--- src/rtl/hazard_ctrl_unit_pkg.sv ---
// Shared definitions for the ID-stage hazard control unit: FSM state
// encodings, operand forward-select codes and the hard-wired zero register.
package hazard_ctrl_unit_pkg;

    typedef enum logic [1:0] {
        ST_RUN     = 2'd0,
        ST_LDSTALL = 2'd1,
        ST_BRFLUSH = 2'd2
    } hcu_state_t;

    localparam logic [1:0] FWD_RF  = 2'b00;  // operand from register file
    localparam logic [1:0] FWD_EXE = 2'b01;  // EXE-stage ALU result
    localparam logic [1:0] FWD_MEM = 2'b10;  // MEM-stage ALU result
    localparam logic [1:0] FWD_LD  = 2'b11;  // MEM-stage load data

    localparam logic [4:0] REG_ZERO = 5'd0;

    // True when a source register names a real (non-zero) destination.
    function automatic logic reg_hit(input logic [4:0] src, input logic [4:0] dest);
        return (src == dest) && (dest != REG_ZERO);
    endfunction

endpackage

--- src/rtl/fwd_sel.sv ---
// Per-operand forward select. EXE ALU results take precedence over anything
// in MEM; a load still in EXE is not forwardable and falls through to MEM.
module fwd_sel
    import hazard_ctrl_unit_pkg::*;
(
    input  logic [4:0] src,
    input  logic       use_src,
    input  logic       ewreg,
    input  logic       em2reg,
    input  logic [4:0] ex_destR,
    input  logic       mwreg,
    input  logic       mm2reg,
    input  logic [4:0] mem_destR,
    output logic [1:0] sel
);

    // Pick the youngest producer of src; no forward when the operand is unused.
    always_comb begin
        sel = FWD_RF;
        if (use_src) begin
            if (ewreg && !em2reg && reg_hit(src, ex_destR)) begin
                sel = FWD_EXE;
            end else if (mwreg && reg_hit(src, mem_destR)) begin
                sel = mm2reg ? FWD_LD : FWD_MEM;
            end
        end
    end

endmodule

--- src/rtl/hazard_ctrl_unit.sv ---
// Hazard control for the ID/EXE boundary: load-use stall, taken-branch flush,
// operand forwarding selects and saturating hazard statistics counters.
//
// Control outputs are combinational from the state register and the current
// inputs; a high rst forces all of them (and both forward selects) to zero in
// the same cycle, so a reset abandons any stall or flush immediately.
module hazard_ctrl_unit
    import hazard_ctrl_unit_pkg::*;
#(
    parameter int unsigned FLUSH_CYCLES = 1,
    parameter int unsigned CNT_W        = 16
) (
    input  logic             clk,
    input  logic             rst,
    input  logic [4:0]       id_rs,
    input  logic [4:0]       id_rt,
    input  logic             id_use_rs,
    input  logic             id_use_rt,
    input  logic             ewreg,
    input  logic             em2reg,
    input  logic [4:0]       ex_destR,
    input  logic             e_branch_taken,
    input  logic             mwreg,
    input  logic             mm2reg,
    input  logic [4:0]       mem_destR,
    output logic             stall_pc,
    output logic             stall_ifid,
    output logic             flush_ifid,
    output logic             bubble_idexe,
    output logic [1:0]       fwda,
    output logic [1:0]       fwdb,
    output logic [CNT_W-1:0] stall_cnt,
    output logic [CNT_W-1:0] flush_cnt
);

    localparam logic [1:0]       FLUSH_INIT = FLUSH_CYCLES[1:0];
    localparam logic [CNT_W-1:0] CNT_MAX    = '1;
    localparam logic [CNT_W-1:0] CNT_ONE    = {{(CNT_W-1){1'b0}}, 1'b1};

    hcu_state_t state, state_nxt;
    logic [1:0] flush_left, flush_left_nxt;
    logic       load_use;
    logic       stall;
    logic [1:0] sel_a, sel_b;

    // A load in EXE whose destination is read by the ID instruction.
    always_comb begin
        load_use = ewreg && em2reg &&
                   ((id_use_rs && reg_hit(id_rs, ex_destR)) ||
                    (id_use_rt && reg_hit(id_rt, ex_destR)));
    end

    fwd_sel u_fwd_rs (
        .src       (id_rs),
        .use_src   (id_use_rs),
        .ewreg     (ewreg),
        .em2reg    (em2reg),
        .ex_destR  (ex_destR),
        .mwreg     (mwreg),
        .mm2reg    (mm2reg),
        .mem_destR (mem_destR),
        .sel       (sel_a)
    );

    fwd_sel u_fwd_rt (
        .src       (id_rt),
        .use_src   (id_use_rt),
        .ewreg     (ewreg),
        .em2reg    (em2reg),
        .ex_destR  (ex_destR),
        .mwreg     (mwreg),
        .mm2reg    (mm2reg),
        .mem_destR (mem_destR),
        .sel       (sel_b)
    );

    // Next state and control outputs; a taken branch outranks a load-use
    // hazard because the ID instruction is discarded by the flush anyway.
    always_comb begin
        state_nxt      = state;
        flush_left_nxt = flush_left;
        stall          = 1'b0;
        flush_ifid     = 1'b0;
        bubble_idexe   = 1'b0;
        if (!rst) begin
            case (state)
                ST_RUN: begin
                    if (e_branch_taken) begin
                        flush_ifid   = 1'b1;
                        bubble_idexe = 1'b1;
                        if (FLUSH_CYCLES > 0) begin
                            state_nxt      = ST_BRFLUSH;
                            flush_left_nxt = FLUSH_INIT;
                        end
                    end else if (load_use) begin
                        stall        = 1'b1;
                        bubble_idexe = 1'b1;
                        state_nxt    = ST_LDSTALL;
                    end
                end
                ST_LDSTALL: begin
                    // The load is now in MEM; forwarding resolves the hazard.
                    state_nxt = ST_RUN;
                end
                ST_BRFLUSH: begin
                    // Any branch seen here is in a bubbled slot and is ignored.
                    flush_ifid   = 1'b1;
                    bubble_idexe = 1'b1;
                    if (flush_left <= 2'd1) begin
                        flush_left_nxt = 2'd0;
                        state_nxt      = ST_RUN;
                    end else begin
                        flush_left_nxt = flush_left - 2'd1;
                    end
                end
                default: begin
                    state_nxt      = ST_RUN;
                    flush_left_nxt = 2'd0;
                end
            endcase
        end
    end

    // Output drive for the stall pair and the reset-gated forward selects.
    always_comb begin
        stall_pc   = stall;
        stall_ifid = stall;
        fwda       = rst ? FWD_RF : sel_a;
        fwdb       = rst ? FWD_RF : sel_b;
    end

    // FSM state and flush down-counter.
    always_ff @(posedge clk) begin
        if (rst) begin
            state      <= ST_RUN;
            flush_left <= 2'd0;
        end else begin
            state      <= state_nxt;
            flush_left <= flush_left_nxt;
        end
    end

    // Saturating hazard statistics; they hold at all-ones instead of wrapping.
    always_ff @(posedge clk) begin
        if (rst) begin
            stall_cnt <= '0;
            flush_cnt <= '0;
        end else begin
            if (stall_pc && (stall_cnt != CNT_MAX)) begin
                stall_cnt <= stall_cnt + CNT_ONE;
            end
            if (flush_ifid && (flush_cnt != CNT_MAX)) begin
                flush_cnt <= flush_cnt + CNT_ONE;
            end
        end
    end

endmodule

--- config.mk ---
export PLATFORM = sky130hd
export DESIGN_NAME = hazard_ctrl_unit
export DESIGN_NICKNAME = d
export VERILOG_FILES = /design/src/rtl/hazard_ctrl_unit_pkg.sv /design/src/rtl/fwd_sel.sv /design/src/rtl/hazard_ctrl_unit.sv
export SDC_FILE = /design/constraint.sdc
export NUM_CORES = 1
export LEC_CHECK = 0
export ABC_AREA = 1
export BUFFER_PORTS_ARGS = -buffer_cell sky130_fd_sc_hd__buf_2
export CELL_PAD_IN_SITES_DETAIL_PLACEMENT = 0
export CELL_PAD_IN_SITES_GLOBAL_PLACEMENT = 2
export CORE_MARGIN = 5
export CORE_UTILIZATION = 29
export CTS_CLUSTER_DIAMETER = 150
export DETAILED_ROUTE_END_ITERATION = 8
export PLACE_DENSITY_LB_ADDON = 0.12
export SYNTH_ARGS = -nofsm -noshare
export SYNTH_HDL_FRONTEND = slang
export SYNTH_HIERARCHICAL = 1
export SYNTH_SLANG_ARGS = --single-unit
--- constraint.sdc ---
create_clock -name clk -period 3.3 [get_ports clk]
set_clock_uncertainty 0.2 [all_clocks]
set_input_delay 0.495 -clock clk [delete_from_list [all_inputs] [get_ports clk]]
set_output_delay 0.495 -clock clk [all_outputs]
set_load 0.01 [all_outputs]
Word-level counts from Yosys, hierarchy flattened --
Index checks and enable logic that the tools add are counted. Widths: inputs -> output; s select.
Word-level totals: register bits 36, input port bits 29, output and inout bits 40, logic and storage cells 68
Operators by class: add/sub/neg operators 3, magnitude comparators 1, equal/unequal tests 11, mux-type cells 26, bitwise operators 1, reduce and logical (&&, ||, !) cells 22
Operators with widths (number):
- $add 16x1->16 const B | 2
- $ne 16x16->1 const B | 2
- $mux 2 | 13
- $eq 5x5->1 | 4
- $logic_and 1x1->1 | 15
- $reduce_bool 5->1 | 2
- $mux 1 | 9
- $pmux 2 s3 | 1
- $ne 2x2->1 const B | 2
- $pmux 1 s2 | 2
- $pmux 2 s2 | 1
- $reduce_and 2->1 | 2
- $ne 3x3->1 const B | 1
- $eq 2x1->1 const B | 1
- $eq 2x2->1 const B | 1
- $le 2x1->1 const B | 1
- $logic_not 2->1 | 1
- $sub 2x1->2 const B | 1
- $logic_not 1->1 | 1
- $logic_or 1x1->1 | 1
- $not 1->1 | 1

Logic depth before layout (Yosys ltp) --
word-level depth 10, depth in mapped cells 12, depth with buffers taken out 11

Cells and area by module --
The synthesis kept the hierarchy.
By module, submodules not included:
- hazard_ctrl_unit | times used 1, cells each 352, area an instance 2195.9 µm², sequential area each 720.7 µm²
- fwd_sel | times used 2, cells each 75, area an instance 302.8 µm², sequential area each 0.0 µm²

Worst setup path before layout --
No wires, ideal clock.
kind input-to-output, start point in rst, end point out stall_pc, arrival time 1.454 ns, required time 2.605 ns, setup slack 1.151 ns, stages on the path 5, buffers on the path 2, cell sequence buf_2 > nor4_2 > nand3_1 > inv_1 > buf_4
Between the ends: word-level cells in the longest chain between the ends 1
RTL lines:
- from (decl) | line hazard_ctrl_unit.sv:14 | input logic rst,
- $mux 1 | line hazard_ctrl_unit.sv:85 | if (!rst) begin
- to (decl) | line hazard_ctrl_unit.sv:26 | output logic stall_pc,
No other way between the ends.

Final worst setup path --
start point in ex_destR[2], end point out stall_pc
Between the ends: word-level cells in the longest chain between the ends 9, elaborated cells between the ends (all ways) 13, those cells by class 2 x eq/ne; 4 x mux; 7 x reduce/logical
RTL lines:
- from (decl) | line hazard_ctrl_unit.sv:21 | input logic [4:0] ex_destR,
- $eq 5x5->1 or $reduce_bool 5->1 (tied branches) | line hazard_ctrl_unit_pkg.sv:20 | return (src == dest) && (dest != REG_ZERO);
- $logic_and 1x1->1 | line hazard_ctrl_unit_pkg.sv:20
- $logic_and 1x1->1, on equally long branches | line hazard_ctrl_unit.sv:49, hazard_ctrl_unit.sv:50
- $logic_or 1x1->1 (*) | line hazard_ctrl_unit.sv:49 | ((id_use_rs && reg_hit(id_rs, ex_destR)) ||
- $logic_and 1x1->1 (*) | line hazard_ctrl_unit.sv:48 | load_use = ewreg && em2reg &&
- $mux 1 (*) | line hazard_ctrl_unit.sv:95 | end else if (load_use) begin
- $mux 1 (*) | line hazard_ctrl_unit.sv:88 | if (e_branch_taken) begin
- $mux 1 (*) | line hazard_ctrl_unit.sv:86 | case (state)
- $mux 1 (*) | line hazard_ctrl_unit.sv:85
Every way passes the cells marked *; elsewhere a longest branch is shown, timed or not.

==> out/qor.log <==
qor: global_routing.grt.total_usage 14.5%
qor: route.1st_pass_router_iterations 4
qor: worst_setup_path.critPathRequiredTime 2.60 ns
qor: worst_setup_path.critPathMaxFanout 9
qor: worst_setup_path.critPathKind in -> out
qor: worst_hold_path.hold_path.class reg -> reg
qor: yosys.synth_top_area_cell dfxtp_1
qor: yosys.synthesis.yosys.warnings 6
qor: sta.grt_setup_unrepaired no
qor: clocking.clock_sink_count 36
qor: route.average_vias_per_placed_instance 4.40
qor: yosys.syn_nets 533
qor: yosys.post_synth_inst_count 502
qor: floorplanning.floorplan.io_pins 69
qor: route.antenna_left 0
qor: clocking.cts-root-buf clkbuf_8
qor: sta.setup_viol_count_final 0
qor: sta.timing.final.max_slew_violations 0
qor: route.number_of_violations_reported_at_the_end_of_detailed_routing_iteration_0 105
qor: finish.utilization 35.9%
qor: clocking.insertion_delay_of_the_later_clocked_pin_in_the_worst_skew_pair 0.29 ns
qor: route.vias 3078
qor: yosys.synth-async-reset-ratio 0%
qor: finish.fraction_of_layout_instances_using_a_drive_strength_above_1 19.1%
qor: yosys.ys_top_cells_by_area dfxtp_1 26%, nand2_1 22%, nor2_1 12%
qor: sta.slew-limit-headroom 71.8%
qor: placed_design.numPlacedInstances 692
qor: yosys.synth_area_per_cell 5.58 µm²
qor: global_routing.grt_antenna_before_repair 0
qor: power_and_ir_drop.power_frac_comb 17.3%
qor: floorplanning.std_cell_rows 35
qor: global_routing.first_global_vias 2892
qor: worst_setup_path.worstSetupEndpoint stall_pc
qor: power_and_ir_drop.p_sw 0.000278 W
qor: yosys.synth_sequential_area_ratio 25.7%
qor: floorplanning.floorplan.die_area 11700 µm²
qor: sta.timing_worst_slew_pin_value 0.423 ns
qor: worst_setup_path.reg2reg_depth 9
qor: power_and_ir_drop.power.share.clock 35.7%
qor: finish.layout.cells.most_common_list 163 x nand2_1, 88 x nor2_1, 72 x inv_1, 68 x buf_2, 36 x dfxtp_1
qor: worst_setup_path.startpoint_class_of_the_critical_path input port
qor: sta.postLayoutSetupSlackWorst 0.956 ns
qor: floorplanning.core_area 9330 µm²
qor: finish.fillerInstances 1104
qor: global_routing.grt.overflow.total 0
qor: placed_design.gp_congestion 0.815
qor: global_routing.global_route_wire_length_before_repair 13800 µm
qor: sta.final-hold-violation-count 0
qor: clocking.clock_tree_from_tritoncts built
qor: worst_setup_path.crit_path_start ex_destR[2]
qor: clocking.post-cts-setup-buffers 0
qor: floorplanning.horiz_die_dim 108 µm
qor: clocking.post_cts_hold_buffer_count 0
qor: floorplanning.dieHeight 108 µm
qor: worst_setup_path.crit_arrival 1.65 ns
qor: worst_setup_path.critical_path.endpoint_type output port
qor: sta.totalNegativeSetupSlack 0 ns
qor: yosys.most_used_flip_flop_cell_after_synthesis dfxtp_1
qor: worst_setup_path.timing.rr.start flush_cnt[0]
qor: power_and_ir_drop.cellPowerDensity 281 nW/µm²
qor: clocking.clkSlewWorstSetupHoldPaths 0.07 ns
qor: yosys.synth_enable_flop_cells 0
qor: placed_design.port_bufs 68
qor: yosys.post_synth_instance_area 2800 µm²
qor: sta.fmax 427 MHz
qor: finish.ff_latch_area 721 µm²
qor: yosys.synth_top_cell_area_share 25.7%
qor: worst_setup_path.r2r_setup_slack 1.09 ns
qor: flow_run.maxCapViolCount 0
qor: sta.finalCritPeriodShare 71.0%
qor: power_and_ir_drop.power.leakage 1.67 nW
qor: finish.final_net_count 601
qor: yosys.number_of_distinct_library_cell_variants_in_the_gate_level_netlist_after_synthesis 34
qor: clocking.cts_made_buffers 5
qor: finish.synth_to_final_area_change 19.6%
qor: route.routed_wirelength 8270 µm
qor: outcome.status finished clean
qor: sta.timing.final.crit_period 2.34 ns
qor: clocking.maximum_buffer_depth_of_the_clock_tree 2
qor: finish.multi_input_comb_area 1700 µm²
qor: finish.layout_commonest_cell nand2_1
qor: clocking.post_cts_resize_count 0
qor: route.route.detailed.wl_per_inst 11.8 µm
qor: power_and_ir_drop.ir_worst_vdd 0.000164 V
qor: global_routing.largest_net_degree_at_the_start_of_global_routing 24
qor: worst_setup_path.regToRegEndpoint flush_cnt[6]
qor: power_and_ir_drop.cell_internal_pwr 0.000662 W
qor: clocking.htreeDepth 2
qor: floorplanning.floorplan.initialDensity 30.0%
qor: placed_design.detailed_place_hpwl 6560 µm
qor: power_and_ir_drop.overall_power_after_layout 0.000940 W
qor: placed_design.worst_setup_slack_post_dpl 0.941 ns
qor: route.drc 0
qor: power_and_ir_drop.power_frac_seq 47.0%
qor: yosys.yosys_register_bits 36
qor: power_and_ir_drop.swShare 29.5%
qor: finish.post_layout_nonfiller_instances 700
qor: finish.antenna_cells 0
## metrics by stage
step	hold slack (ns)	instance area, µm²
6_report	0.253	3350
5_1_grt	0.308	3350
4_1_cts	0.257	3350
3_5_place_dp	0.246	3260
3_3_place_gp	0.240	3260
2_1_floorplan	0.222	2800
## routing by layer
metal / routed length (µm) / up-vias / track usage (%)
li1: - / 1678 / -
met1: 4000 / 1345 / 18.7
met2: 3800 / 50 / 25.1
met3: 430 / 5 / 3.22
met4: 48 / 0 / 2.61
met5: 0 / - / 0
## worst max-delay path, cell delays in order
cell and delay (ns):
buf_2 0.18, inv_2 0.07, nand2_1 0.06, nand2_1 0.05, nor2_1 0.11, nand3_1 0.10, nand2_2 0.12, nand3_1 0.16
inv_1 0.15, buf_2 0.15
## power groups by stage
stage               clock [W]  combinational [W]  sequential (W)
finish               0.000335           0.000163        0.000442
global route         0.000370           0.000187        0.000443
CTS                  0.000353           0.000166        0.000442
detailed placement          0           0.000165        0.000452
global placement            0           0.000166        0.000452
floorplan                   0          0.0000996        0.000453
## sequential cells by signal (all words and copies together) (netlist names)
register / flops
stall_cnt: 16
state: 2
flush_cnt: 16
flush_left: 2
## Yosys cell counts (3+ instances only)
cell / count
nand3_1: 26
o21ai_1: 7
nor2_2: 7
nand4_1: 10
nor2_1: 88
nand2_1: 163
nand2_2: 3
nor3_1: 7
nor4_1: 3
xor2_1: 6
inv_2: 15
dfxtp_1: 36
inv_1: 72
o21ai_0: 9
a21oi_1: 23
## cell families (layout without fill, tap and decap cells)
kind of cell,after synthesis,after routing,synth area share [%]
adders and majority gates,2,2,0.893
DFF,36,36,25.7
xor gates and xnor gates,8,8,2.50
buffers and inverters,95,164,13.6
and+or+nand+nor,318,318,48.7
AOI/OAI and AO/OA,43,43,8.58
## how the worst min path moves through the flow
stage                        startpoint            end  slack (ns)  cells after the start
after global placement    flush_left[1]  flush_left[1]        0.24                      2
after floorplan           flush_left[1]  flush_left[1]        0.22                      2
after global routing      flush_left[1]  flush_left[1]        0.31                      2
after detailed placement  flush_left[1]  flush_left[1]        0.25                      2
final                     flush_left[1]  flush_left[1]        0.25                      2
after CTS                 flush_left[1]  flush_left[1]        0.26                      2
## area by class of cell
| type | count | area share [%] |
|---|---|---|
| clock buffer | 7 | 2.58 |
| sequential | 36 | 21.5 |
| tap | 129 | 4.82 |
| multi-input combinational | 371 | 50.7 |
| inverter | 87 | 9.75 |
| timing repair buffer | 69 | 10.4 |
| clock inverter | 1 | 0.224 |
Power figures use the tool's default switching activity.
